`src/rtl/bp_lce_req_serializer.sv`:
```
// bp_lce_req_serializer
// Turns one LCE request (a header plus an optional cache-block payload) into a
// stream of network beats: first the header beat, then only as many data beats
// as the bedrock size code needs.
// The header, data and beat count are captured when the message is accepted.
// The outgoing beats therefore never depend on the live message inputs.
module bp_lce_req_serializer #(
  parameter int header_width_p = 128,
  parameter int data_width_p   = 512,
  parameter int beat_width_p   = 128
) (
  input  logic                      clk_i,
  input  logic                      reset_n_i,
  input  logic [header_width_p-1:0] msg_header_i,
  input  logic [data_width_p-1:0]   msg_data_i,
  input  logic [2:0]                msg_size_i,
  input  logic                      msg_has_data_i,
  input  logic                      msg_v_i,
  output logic                      msg_ready_o,
  output logic [beat_width_p-1:0]   beat_o,
  output logic                      beat_last_o,
  output logic                      beat_v_o,
  input  logic                      beat_ready_i
);

  localparam int max_beats_lp = data_width_p / beat_width_p;
  localparam int idx_width_lp = (max_beats_lp > 1) ? $clog2(max_beats_lp) : 1;
  localparam int cnt_width_lp = $clog2(max_beats_lp + 1);
  localparam logic [31:0] beat_width_lp = beat_width_p;
  localparam logic [31:0] max_beats_u_lp = max_beats_lp;

  localparam logic [1:0] e_ready  = 2'd0;
  localparam logic [1:0] e_header = 2'd1;
  localparam logic [1:0] e_data   = 2'd2;

  // The parameter combinations below cannot produce a legal beat stream.
  if ((header_width_p > beat_width_p) || (beat_width_p < 64)
      || ((data_width_p % beat_width_p) != 0)) begin : g_bad_params
    $error("bp_lce_req_serializer: illegal header/data/beat width combination");
  end

  logic [1:0]                r_state;
  logic [header_width_p-1:0] r_header;
  logic [data_width_p-1:0]   r_data;
  logic [cnt_width_lp-1:0]   r_cnt;
  logic [idx_width_lp-1:0]   r_idx;

  logic [31:0]               w_bits;
  logic [31:0]               w_raw_beats;
  logic [cnt_width_lp-1:0]   w_cnt;
  logic [beat_width_p-1:0]   w_header_beat;
  logic                      w_data_last;
  logic                      w_accept;

  // Number of data beats the incoming message needs: at least one, at most a whole block.
  always_comb begin
    w_bits      = 32'd8 << msg_size_i;
    w_raw_beats = w_bits / beat_width_lp;
    w_cnt       = '0;
    if (msg_has_data_i) begin
      if (w_raw_beats == 32'd0) begin
        w_cnt = cnt_width_lp'(1);
      end else if (w_raw_beats > max_beats_u_lp) begin
        w_cnt = cnt_width_lp'(max_beats_lp);
      end else begin
        w_cnt = cnt_width_lp'(w_raw_beats);
      end
    end
  end

  // Header zero-extended to a full beat, and end-of-data detection.
  always_comb begin
    w_header_beat                     = '0;
    w_header_beat[header_width_p-1:0] = r_header;
    w_data_last = (32'(r_idx) == (32'(r_cnt) - 32'd1));
  end

  // Output steering. Ready is gated by reset so that it drops immediately on reset assertion.
  always_comb begin
    msg_ready_o = (r_state == e_ready) && reset_n_i;
    w_accept    = msg_v_i && msg_ready_o;
    beat_v_o    = (r_state == e_header) || (r_state == e_data);
    beat_o      = '0;
    beat_last_o = 1'b0;
    if (r_state == e_header) begin
      beat_o      = w_header_beat;
      beat_last_o = (r_cnt == '0);
    end else if (r_state == e_data) begin
      beat_o      = r_data[32'(r_idx) * beat_width_p +: beat_width_p];
      beat_last_o = w_data_last;
    end
  end

  // Message capture and beat sequencing. Reset abandons any message that is in flight.
  always_ff @(posedge clk_i or negedge reset_n_i) begin
    if (!reset_n_i) begin
      r_state  <= e_ready;
      r_header <= '0;
      r_data   <= '0;
      r_cnt    <= '0;
      r_idx    <= '0;
    end else begin
      case (r_state)
        e_ready: begin
          if (w_accept) begin
            r_header <= msg_header_i;
            r_data   <= msg_data_i;
            r_cnt    <= w_cnt;
            r_idx    <= '0;
            r_state  <= e_header;
          end
        end
        e_header: begin
          if (beat_ready_i) begin
            r_idx   <= '0;
            r_state <= (r_cnt == '0) ? e_ready : e_data;
          end
        end
        e_data: begin
          if (beat_ready_i) begin
            if (w_data_last) begin
              r_idx   <= '0;
              r_state <= e_ready;
            end else begin
              r_idx <= r_idx + 1'b1;
            end
          end
        end
        default: begin
          r_state <= e_ready;
        end
      endcase
    end
  end

endmodule

```
`config.mk`:
```
export PLATFORM = sky130hd
export DESIGN_NAME = bp_lce_req_serializer
export DESIGN_NICKNAME = d
export VERILOG_FILES = /design/src/rtl/bp_lce_req_serializer.sv
export SDC_FILE = /design/constraint.sdc
export NUM_CORES = 1
export LEC_CHECK = 0
export ABC_AREA = 1
export CORE_MARGIN = 3
export CORE_UTILIZATION = 30
export DETAILED_ROUTE_END_ITERATION = 16
export GPL_TIMING_DRIVEN = 0
export PLACE_DENSITY = 0.58
export SYNTH_ARGS = -nofsm -noshare
export SYNTH_HDL_FRONTEND = slang
export SYNTH_SLANG_ARGS = --single-unit
export TNS_END_PERCENT = 20
```
`constraint.sdc`:
```
create_clock -name clk_i -period 1.8 [get_ports clk_i]
set_input_delay 0.36 -clock clk_i [delete_from_list [all_inputs] [get_ports clk_i]]
set_output_delay 0.36 -clock clk_i [all_outputs]
set_load 0.02 [all_outputs]
```
==> flow_summary_export.csv <==
group,metric,value,unit
run_status,status,"finished with violations",
run_status,violations,"setup timing",
finish,nNetsFinal,5525,
sta,hold_ws,0.0516,ns
placed_design,postPlaceCellArea,39200,µm²
yosys,synth_top_family_by_area,"simple AND/OR/NAND/NOR gates",
yosys,synthFlopType,"dfrtp_1",
run,maxCapViolCount,0,
pwr,p_per_area,1640,nW/µm²
die,placement_rows,114,
sta,hold_viol,0,
placed_design,dp_cells,5969,
finish,postLayoutCoreUtil,46.9,%
die,fp.dieW,320,µm
global_routing,track_usage,26.0,%
sta,maxSlewViolCount,0,
global_routing,grt_max_degree,113,
die,core-area,97400,µm²
yosys,synthTopCellsByCount,"2324 x nand2_1, 647 x dfrtp_1, 260 x nor2_1",
yosys,yosysTopAreaCell,"dfrtp_1",
yosys,ys_warn_count,0,
critical_path,r2r_cells,13,
sta,finalClockSkew,0.0172,ns
sta,fin_ws,-1.07,ns
routing,num_vias,30146,
clock_tree,cts_buffer_depth,3,
sta,slew_headroom,26.6,%
yosys,muxShareOfSynthArea,0,%
clock_tree,clock-root-buffer,"clkbuf_16",
critical_path,worstPathRequired,1.44,ns
clock_tree,path_clk_slew,0.06,ns
critical_path,crit_type,"flop to primary output",
sta,fmax,348,MHz
global_routing,antenna_found_initial,54,
routing,wire_per_inst,22.4,µm
clock_tree,htreeDepth,3,
placed_design,dp_hpwl,98400,µm
routing,wl,140000,µm
critical_path,cp_max_fo,8,
yosys,synth_cell_types,25,
sta,finalSetupTns,-414.95,ns
global_routing,grt_pass1_vias,30101,
routing,vias_per_cell,4.83,
critical_path,cp-start-kind,"flop",
sta,rsz0062_at_grt,"yes",
die,io_pins,779,
yosys,synthXorXnorAreaFrac,0.0295,%
global_routing,overflow,0,
pwr,vdd_ir_drop_max,0.802,mV
critical_path,cp-end-kind,"primary output",
global_routing,met3_usage,6.08,%
yosys,yosys.area_share.simple,32.9,%
global_routing,gr-max-usage-layer,"met2",
yosys,synth_edf_count,0,
routing,dr.pass1.iters,6,
yosys,synth-compound-area-share,7.21,%
placed_design,portBuffers,778,
clock_tree,cts_made_buffers,78,
die,initial_core_util,30.4,%
critical_path,r2r_setup_slack,-0.67,ns
yosys,synth_adder_area_share,0.253,%
yosys,ys_ff_latch,647,
yosys,yosysMostFrequentCell,"nand2_1",
clock_tree,cts_tree,"built",
yosys,yosysSeqAreaShare,54.6,%
routing,final_antenna_net_count,0,
finish,n_fill_cell,9583,
global_routing,gr-usage-met2,42.5,%
finish,drive_gt1_share,17.3,%
critical_path,crit_arrival,2.51,ns
placed_design,gp_congestion,0.922,
routing,drt_iter0_drc,2784,
clock_tree,cts_num_sinks,647,
clock_tree,insertion_delay,0.66,ns
global_routing,grtUsageMet1,33.8,%
worst_hold_path,hp-class,"input port to asynchronous set/reset pin",
yosys,syn_area,29700,µm²
finish,fin_area,45700,µm²
global_routing,grt_pass1_wl,198000,µm
sta,finalSetupViolCount,990,
routing,drcViolationCount,0,
sta,finalCritPeriodShare,160,%
finish,area_delta_synth_final,54.1,%
yosys,synth_area_per_cell,7.59,µm²
yosys,syn_inst,3909,
die,fp.dieH,320,µm
finish,fin_cells,6238,
sta,period_needed,2.87,ns
yosys,synth.area.top_cells,"dfrtp_1 55%, nand2_1 29%, nor2_1 3.3%",
yosys,syn_nets,4563,
pwr,leakage,22.9,nW
yosys,synthArstFlopShare,100,%
yosys,yosysTopAreaCellShare,54.6,%
die,dieArea,103000,µm²
sta,worst_pin_slew,1.10,ns
[worst max-delay path, stage by stage (launching register included)]
cell and delay (ns):
dfrtp_1 0.37, buf_12 0.13, buf_16 0.15, clkinv_16 0.10, buf_16 0.18, buf_6 0.14
buf_12 0.12, buf_16 0.12, nor2_2 0.08, o22ai_2 0.09, nand2_1 0.12, nand2_2 0.07
buf_6 0.13
[sequential cells by signal (all words and copies together), names as in the netlist]
register and count:
r_state 2, r_header 128, r_data 512, r_cnt 3, r_idx 2
[kinds of logic after synthesis]
| family | count (synthesis) |
|---|---|
| flops | 647 |
| buf+inv | 270 |
| fa+ha+maj | 6 |
| simple gates | 2592 |
| compound gates | 393 |
| xor+xnor | 1 |
[cell usage in the layout (no fill, tap or decap), types with 77 or more instances in the layout]
cell type	instances
dfrtp_1	645
o21ai_1	134
buf_2	121
buf_6	132
clkdlybuf4s50_1	647
clkbuf_16	104
o21ai_0	77
o22ai_1	77
nor2_1	193
nand2_1	2265
[final cells by class]
type | instances | area (µm²) | share of cell area [%]
clock inverter | 33 | 370 | 0.810
sequential | 647 | 16200 | 35.4
tap | 1276 | 1600 | 3.49
timing repair buffer | 891 | 9830 | 21.5
buffer | 246 | 2190 | 4.80
multi-input combinational | 2992 | 13100 | 28.6
inverter | 15 | 90.1 | 0.197
clock buffer | 108 | 2280 | 4.98
antenna | 30 | 75.1 | 0.164
[layer usage]
layer / vias up / part of all wire, %
li1: 14169 / -
met1: 14535 / 42
met2: 1159 / 48
met3: 257 / 7.4
met4: 26 / 3.3
met5: - / 0.12
[power breakdown]
group          internal (W)  switching (W)  total, W
combinational        0.0144         0.0182    0.0327
clock               0.00975        0.00681    0.0166
sequential           0.0214        0.00437    0.0257
total                0.0455         0.0294    0.0749
[timing repair]
action,4_1_cts,5_1_grt
endpoints found under the setup margin,778,778
buffers inserted,48,22
endpoints found under the hold margin,226,111
pin swaps,102,135
hold buffers,3,5
gates resized for setup,872,580
gates cloned,14,20
[final timing paths]
path / start / end
max: r_idx[0] / beat_o[81]
min: reset_n_i / r_data[132]
max reg2reg: r_state[0] / r_data[4]
min reg2reg: r_data[131] / r_data[131]
max in group asynchronous: reset_n_i / r_header[101]
min in group clk_i: msg_data_i[409] / r_data[409]
[through the flow]
stage / total power [W] / worst slack [ns]
6_report: 0.0749 / -1.07
5_1_grt: 0.0796 / -1.15
4_1_cts: 0.0721 / -1.25
3_5_place_dp: 0.0516 / -2.18
3_3_place_gp: 0.0537 / -30.48
2_1_floorplan: 0.0401 / -0.00658
No activity file was read; power rests on OpenSTA's default activity.
